$ cat src/rtl/pc_fetch_unit.sv
// Fetch-stage PC sequencer: owns the PC, picks the next fetch address and traps bad targets.
// Optional performance counters (instret_o, stall_cnt_o) are built when FETCH_PERF_CNT_EN is defined.
module pc_fetch_unit #(
  parameter int                    DATA_WIDTH   = 32,
  parameter logic [DATA_WIDTH-1:0] RESET_VECTOR = 32'h00400000,
  parameter int                    MEMORY_DEPTH = 32
) (
  input  logic                  clk,
  input  logic                  reset,
  input  logic                  enable_i,
  input  logic                  branch_taken_i,
  input  logic [DATA_WIDTH-1:0] branch_target_i,
  input  logic                  jalr_i,
  input  logic [DATA_WIDTH-1:0] jalr_target_i,
  input  logic                  halt_i,
  output logic [DATA_WIDTH-1:0] pc_o,
  output logic [DATA_WIDTH-1:0] pc_plus4_o,
  output logic                  fetch_valid_o,
  output logic                  halted_o,
  output logic                  fault_o,
  output logic [DATA_WIDTH-1:0] fault_pc_o
`ifdef FETCH_PERF_CNT_EN
  ,
  output logic [DATA_WIDTH-1:0] instret_o,
  output logic [DATA_WIDTH-1:0] stall_cnt_o
`endif
);

  typedef enum logic [1:0] {
    BOOT  = 2'd0,
    RUN   = 2'd1,
    HALT  = 2'd2,
    FAULT = 2'd3
  } state_t;

  // One extra bit so the upper bound of the ROM window cannot overflow.
  localparam logic [DATA_WIDTH:0] C_LO = {1'b0, RESET_VECTOR};
  localparam logic [DATA_WIDTH:0] C_HI = C_LO + (DATA_WIDTH+1)'(4 * MEMORY_DEPTH);

  state_t                r_state;
  state_t                w_next_state;
  logic [DATA_WIDTH-1:0] r_pc;
  logic [DATA_WIDTH-1:0] r_fault_pc;
  logic [DATA_WIDTH-1:0] w_next_pc;
  logic [DATA_WIDTH-1:0] w_next_fault_pc;
  logic [DATA_WIDTH-1:0] w_target;
  logic [DATA_WIDTH:0]   w_target_ext;
  logic                  w_legal;

  always_comb begin
    w_target = r_pc + DATA_WIDTH'(4);
    if (jalr_i) begin
      w_target = jalr_target_i & ~(DATA_WIDTH'(1));
    end else if (branch_taken_i) begin
      w_target = branch_target_i;
    end
  end

  assign w_target_ext = {1'b0, w_target};
  assign w_legal      = (w_target[1:0] == 2'b00) && (w_target_ext >= C_LO) && (w_target_ext < C_HI);

  always_comb begin
    w_next_state    = r_state;
    w_next_pc       = r_pc;
    w_next_fault_pc = r_fault_pc;
    case (r_state)
      BOOT: w_next_state = RUN;
      RUN: begin
        if (enable_i) begin
          if (halt_i) begin
            w_next_state = HALT;
          end else if (w_legal) begin
            w_next_pc = w_target;
          end else begin
            w_next_fault_pc = w_target;
            w_next_state    = FAULT;
          end
        end
      end
      default: w_next_state = r_state;
    endcase
  end

  always_ff @(posedge clk or posedge reset) begin
    if (reset) begin
      r_state    <= BOOT;
      r_pc       <= RESET_VECTOR;
      r_fault_pc <= '0;
    end else begin
      r_state    <= w_next_state;
      r_pc       <= w_next_pc;
      r_fault_pc <= w_next_fault_pc;
    end
  end

  assign pc_o          = r_pc;
  assign pc_plus4_o    = r_pc + DATA_WIDTH'(4);
  assign fetch_valid_o = (r_state == RUN) && enable_i;
  assign halted_o      = (r_state == HALT);
  assign fault_o       = (r_state == FAULT);
  assign fault_pc_o    = r_fault_pc;

`ifdef FETCH_PERF_CNT_EN
  logic [DATA_WIDTH-1:0] r_instret;
  logic [DATA_WIDTH-1:0] r_stall_cnt;

  // Counters only move in RUN, so they freeze naturally in HALT and FAULT.
  always_ff @(posedge clk or posedge reset) begin
    if (reset) begin
      r_instret   <= '0;
      r_stall_cnt <= '0;
    end else if (r_state == RUN) begin
      if (enable_i) begin
        r_instret <= r_instret + DATA_WIDTH'(1);
      end else begin
        r_stall_cnt <= r_stall_cnt + DATA_WIDTH'(1);
      end
    end
  end

  assign instret_o   = r_instret;
  assign stall_cnt_o = r_stall_cnt;
`else
  // Default build carries no counter state.
`endif

endmodule

$ cat config.mk
export PLATFORM = sky130hd
export DESIGN_NAME = pc_fetch_unit
export DESIGN_NICKNAME = d
export VERILOG_FILES = /design/src/rtl/pc_fetch_unit.sv
export SDC_FILE = /design/constraint.sdc
export NUM_CORES = 1
export LEC_CHECK = 0
export BUFFER_PORTS_ARGS = -buffer_cell sky130_fd_sc_hd__buf_2
export CAP_MARGIN = 20
export CORE_UTILIZATION = 35
export DETAILED_ROUTE_END_ITERATION = 16
export SLEW_MARGIN = 20
export SYNTH_ARGS = -nofsm -noshare
export SYNTH_HDL_FRONTEND = slang
export SYNTH_SLANG_ARGS = --single-unit
$ cat constraint.sdc
create_clock -name clk -period 3.5 [get_ports clk]
set_clock_uncertainty 0.1 [all_clocks]
set_input_delay 0.175 -clock clk [delete_from_list [all_inputs] [get_ports clk]]
set_output_delay 0.175 -clock clk [all_outputs]
set_load 0.05 [all_outputs]
# [Word level (Yosys, flattened, before mapping)]
# Cells that the tools add are included.
[word_totals] ff_bits=66 inputBits=70 out_inout_bits=99 elab_cells=28
[classes] addsub=1 n_lt_le_gt_ge=2 eq_ne=5 muxes=6 bitwise_logic=2 reduce_logical=9
[ops] op="32-bit two-way mux" n=2
[ops] op="32-bit by 3-bit adder with 32-bit output, second input constant" n=1
[ops] op="32-bit by 23-bit greater-or-equal comparator with 1-bit output, second input constant" n=1
[ops] op="32-bit by 23-bit less-than comparator with 1-bit output, second input constant" n=1
[ops] op="4-bit AND reduction" n=2
[ops] op="2-bit two-way mux" n=3
[ops] op="2-bit == test, second input constant" n=2
[ops] op="2-bit logical NOT" n=2
[ops] op="2-bit case mux with 2 select lines" n=1
[ops] op="1-bit logical AND" n=3
[ops] op="3-bit inequality test, second input constant" n=1
[ops] op="3-bit AND reduction" n=1
[ops] op="2-bit by 1-bit == test with 1-bit output, second input constant" n=1
[ops] op="2-bit inequality test, second input constant" n=1
[ops] op="1-bit inverter" n=2
[ops] op="2-bit nonzero test" n=1

# [Logic depth before layout (Yosys ltp)]
[depth] word_depth=10 ltp_mapped=13 ltp_nobuf=10

# [Least setup slack after synthesis]
# No wires, ideal clock.
[synth_path] kind="flip-flop to flip-flop" startpoint="reg r_pc[2] (netlist: pc_o[2])" endpoint="reg r_fault_pc[0] (netlist: fault_pc_o[0])" setup_ns=0.125 arrival_time_ns=4.042 t_required_ns=3.275 path_slack_ns=-0.767 path_stages_with_launch=13 n_path_buf=2 synth_period_minus_slack_ns=4.267 path_cell_list="dfrtp_1 > ha_1 > and4_1 > nand2_1 > nor3_1 > xnor2_1 > a222oi_1 > a2111o_1 > nor4_4 > a21oi_2 > buf_6 > buf_6 > mux2_4"
[synth_via] elab_chain_len=8 elab_cells_between_ends=9 cone_classes="add/sub (1); order compare (2); mux (2); bitwise (1); reduce/logical (3)"
[synth_rtl] item="start: declaration" line="42" text="logic [DATA_WIDTH-1:0] r_pc;"
[synth_rtl] item="start signal: assignment" line="91" text="r_pc <= w_next_pc;"
[synth_rtl] item="32-bit by 3-bit adder with 32-bit output (*)"
[synth_rtl] item="via pc_plus4_o[22]" line="17" text="output logic [DATA_WIDTH-1:0] pc_plus4_o,"
[synth_rtl] item="32-bit two-way mux (*)" line="54" text="end else if (branch_taken_i) begin"
[synth_rtl] item="32-bit two-way mux (*)" line="52" text="if (jalr_i) begin"
[synth_rtl] item="32-bit by 23-bit greater-or-equal comparator with 1-bit output" line="60" text="assign w_legal = (w_target[1:0] == 2'b00) && (w_target_ext >= C_LO) && (w_target_ext < C_HI);"
[synth_rtl] item="1-bit logical AND" line="60"
[synth_rtl] item="1-bit logical AND (*)" line="60"
[synth_rtl] item="1-bit inverter (no line) (*)"
[synth_rtl] item="4-bit AND reduction (no line) (*)"
[synth_rtl] item="end signal: assignment" line="92" text="r_fault_pc <= w_next_fault_pc;"
[synth_rtl] item="end: declaration" line="43" text="logic [DATA_WIDTH-1:0] r_fault_pc;"
# The timed path passes the listed nets; every way through them passes the cells marked *.
# A chain may end at the register's enable or synchronous reset.

# [Final worst setup path]
[layout_path] startpoint="reg r_pc[9] (netlist: pc_o[9])" endpoint="reg r_fault_pc[6] (netlist: fault_pc_o[6])"
[layout_via] elab_chain_len=8 elab_cells_between_ends=9 cone_classes="add/sub (1); order compare (2); mux (2); bitwise (1); reduce/logical (3)"
[layout_rtl] item="32-bit by 3-bit adder with 32-bit output (*)" line="51" text="w_target = r_pc + DATA_WIDTH'(4);"
[layout_rtl] item="32-bit two-way mux (*)" line="54"
[layout_rtl] item="32-bit two-way mux (*)" line="52"
[layout_rtl] item="32-bit by 23-bit greater-or-equal comparator with 1-bit output" line="60"
[layout_rtl] item="1-bit logical AND" line="60"
[layout_rtl] item="1-bit logical AND (*)" line="60"
[layout_rtl] item="1-bit inverter (no line) (*)"
[layout_rtl] item="4-bit AND reduction (no line) (*)"
# Every way passes the cells marked *; elsewhere a longest branch is shown, timed or not.

==> out/qor.txt <==
synthesized instance count: 430
FF+latch area: 1680 µm²
1st-iter DRT viols: 181
Starting Density: 36.6%
largest net degree at the start of global routing: 51
worst vdd ir: 0.000181 V
drt drc: 0
Hold Path Cell Cnt: 3
Num Clock Sinks: 66
XOR/XNOR Fraction of Synth Area: 5.84%
CP Class: reg -> reg
most numerous cell in the Yosys netlist: dfrtp_1
DR vias/cell: 5.18
router iterations before antenna repair: 4
# rows: 38
P&R area growth vs syn: 44.4%
MaxCap Viol Count: 0
reg2reg start: pc_o[9]
final setup fails: 0
final worst setup slack: 0.121 ns
status: finished, final reports clean
grt ovf: 0
post-synthesis cell area: 4050 µm²
Synth warnings: 0
post-synth cell types: 59
leak pwr: 3.07 nW
Synth top cells by count: dfrtp_1 (65), nand2_1 (42), mux2_2 (26), and2_1 (24), inv_1 (23)
hold_sp: branch_target_i[8]
Crit. End Element: register
Clock transition at path regs: 0.05 ns
routed vias: 4,039
TritonCTS Buffers: 9
Max Transition Viols Final: 0
first-pass GRT wire length: 20,500 µm
placed insts: 758
initial antenna violation count: 0
largest family of logic cells by synthesized area: simple AND/OR/NAND/NOR gates
number of global-route vias before repair: 3,986
CTS max path bufs: 2
worst hold path class: in -> reg
Worst R2R Setup Slack: 0.12 ns
post-synthesis adder-cell area fraction: 0.309%
#FFs+latches synth: 66
GRT Overall Usage: 22.8%
startpoint class of the critical path: register
IO Port Bufs: 167
root buffer cell: clkbuf_16
H-tree depth: 3
post-synthesis net count: 501
post-synthesis async set-or-reset flop share: 100%
Post-synth EDFFs: 0
R2R cell count: 14
I/O Pins: 169
Peak Freq: 296 MHz
CP max FO: 9
Total Neg Setup Slack: 0 ns
post-synthesis sequential area ratio: 40.8%
Data required, critical path: 3.62 ns
fillers: 1,036
mux cell area share after synthesis: 13.0%
Most used DFF post-synth: dfrtp_1
post-route ant nets: 0
fin cells: 780
RePlAce Congestion: 0.922
final core occ: 52.8%
Post-layout nets: 707
Post-Place Cell Area: 5470 µm²
multi-input logic area: 2340 µm²
core area: 11,100 µm²
share of the synthesized area in the top cell type: 40.1%
pre-CTS setup slack: 0.00621 ns
Worst R2R End: fault_pc_o[6]
CTS tree: built
Die Span X: 110 µm
complex-gate fraction of the synthesized area: 12.0%
Post-Synthesis Mean Instance Area: 9.42 µm²
critical path arrival: 3.50 ns
simple-gate area share of the yosys netlist: 22.5%
Tcrit/Tclk final: 96.5%
Diodes inserted: 0
Die H: 110 µm
unrepaired setup endpoints after global routing: false
final wirelength: 13,400 µm
Die Footprint: 12,000 µm²
layout cell share with drive strength beyond 1: 49.5%
Final Critical Period: 3.38 ns
Min-Delay Endpoint: fault_pc_o[8]
Tightest Pin Transition: 0.899 ns
top post-synthesis cells by area: dfrtp_1 (40%), mux2_2 (7.2%), nand2_1 (3.9%)
Final Hold Vio Count: 0
Pwr Density: 357 nW/µm²
slew margin rel.: 40.0%
Routed WL per cell: 17.2 µm
post-synth top area cell: dfrtp_1
Skew-Pair Late Insertion Delay: 0.33 ns
Design Area, Final: 5850 µm²
Final HPWL DP: 10,400 µm
-- stage by stage --
step           total power [mW]  hold slack [ns]
2_1_floorplan              1.13            0.162
3_3_place_gp               1.26            0.291
3_5_place_dp               1.27            0.295
4_1_cts                    2.11           0.0709
5_1_grt                    2.17           0.0888
6_report                   2.09           0.0817
-- report_power, final --
part | switching, mW | total (mW) | internal [mW] | leakage [nW]
Clock | 0.327 | 0.837 | 0.510 | 0.138
Combinational | 0.286 | 0.424 | 0.138 | 2.11
Sequential | 0.0231 | 0.828 | 0.805 | 0.824
-- flip-flops by register name, summed over array words and instances, names as in the netlist --
register    count
pc_o           32
fault_pc_o     32
r_state         2
-- cells by family (layout without fill, tap and decap cells) --
group | after synthesis | in the layout
AO/OA/AOI/OAI | 73 | 73
XOR/XNOR | 27 | 27
adder cells (fa/ha/maj) | 1 | 1
buffers and inverters | 51 | 261
flip-flops | 66 | 66
multiplexers | 46 | 46
AND/OR/NAND/NOR | 166 | 166
-- layout make-up --
type                       instances  share of cell area, %
multi-input combinational        313                   40.0
sequential                        66                   28.7
timing repair buffer             222                   22.2
clock buffer                      12                   4.39
tap                              140                   2.99
inverter                          24                   1.56
clock inverter                     3                  0.257
-- worst max-delay path, cell delays in order (launching register included) --
cell,delay (ns)
dfrtp_2,0.40
nand2_1,0.12
or3_4,0.44
buf_4,0.16
nor4_1,0.26
buf_4,0.17
xnor2_2,0.07
o211ai_1,0.28
buf_4,0.18
nand4_1,0.16
nor4_4,0.20
buf_4,0.17
a21oi_4,0.08
buf_12,0.18
mux2_4,0.29
-- timing repair --
item | CTS | global route
gates cloned | 0 | 1
resized for setup | 1 | 5
buffers inserted | 4 | 0
hold endpoints to repair | 1 | 4
endpoints found under the setup margin | 7 | 31
hold buffers | 1 | 1
pin swaps | 2 | 7
-- worst max path at each step --
stage                        from  depth (start not counted)  slack (ns)             to
after floorplan           pc_o[2]                         12       -0.22  fault_pc_o[0]
after global placement    pc_o[3]                         14        0.03  fault_pc_o[2]
after detailed placement  pc_o[3]                         14       0.006  fault_pc_o[4]
after CTS                 pc_o[2]                         14        0.02  fault_pc_o[6]
after global routing      pc_o[3]                         13        0.01  fault_pc_o[6]
final                     pc_o[9]                         14        0.12  fault_pc_o[6]
-- cells in the final DEF (no fill, tap or decap), types with 9 or more instances in the layout --
cell,instances
a21oi_1,10
and2_1,24
buf_2,167
buf_4,50
clkbuf_16,10
dfrtp_1,46
dfrtp_2,19
inv_1,22
mux2_2,26
mux2i_1,13
nand2_1,41
nand3_1,12
nand4_1,12
nor2_1,17
nor3_1,12
o21ai_0,19
xnor2_1,11
xor2_1,9
-- layer usage --
metal,vias to the layer above,share of wire [%],GRT usage (%)
li1,1941,-,-
met2,130,48,37.1
met1,1949,45,29.8
met5,-,0,0
met3,19,5.1,4.03
met4,0,2.3,9.71
No activity file was read; power rests on OpenSTA's default activity.
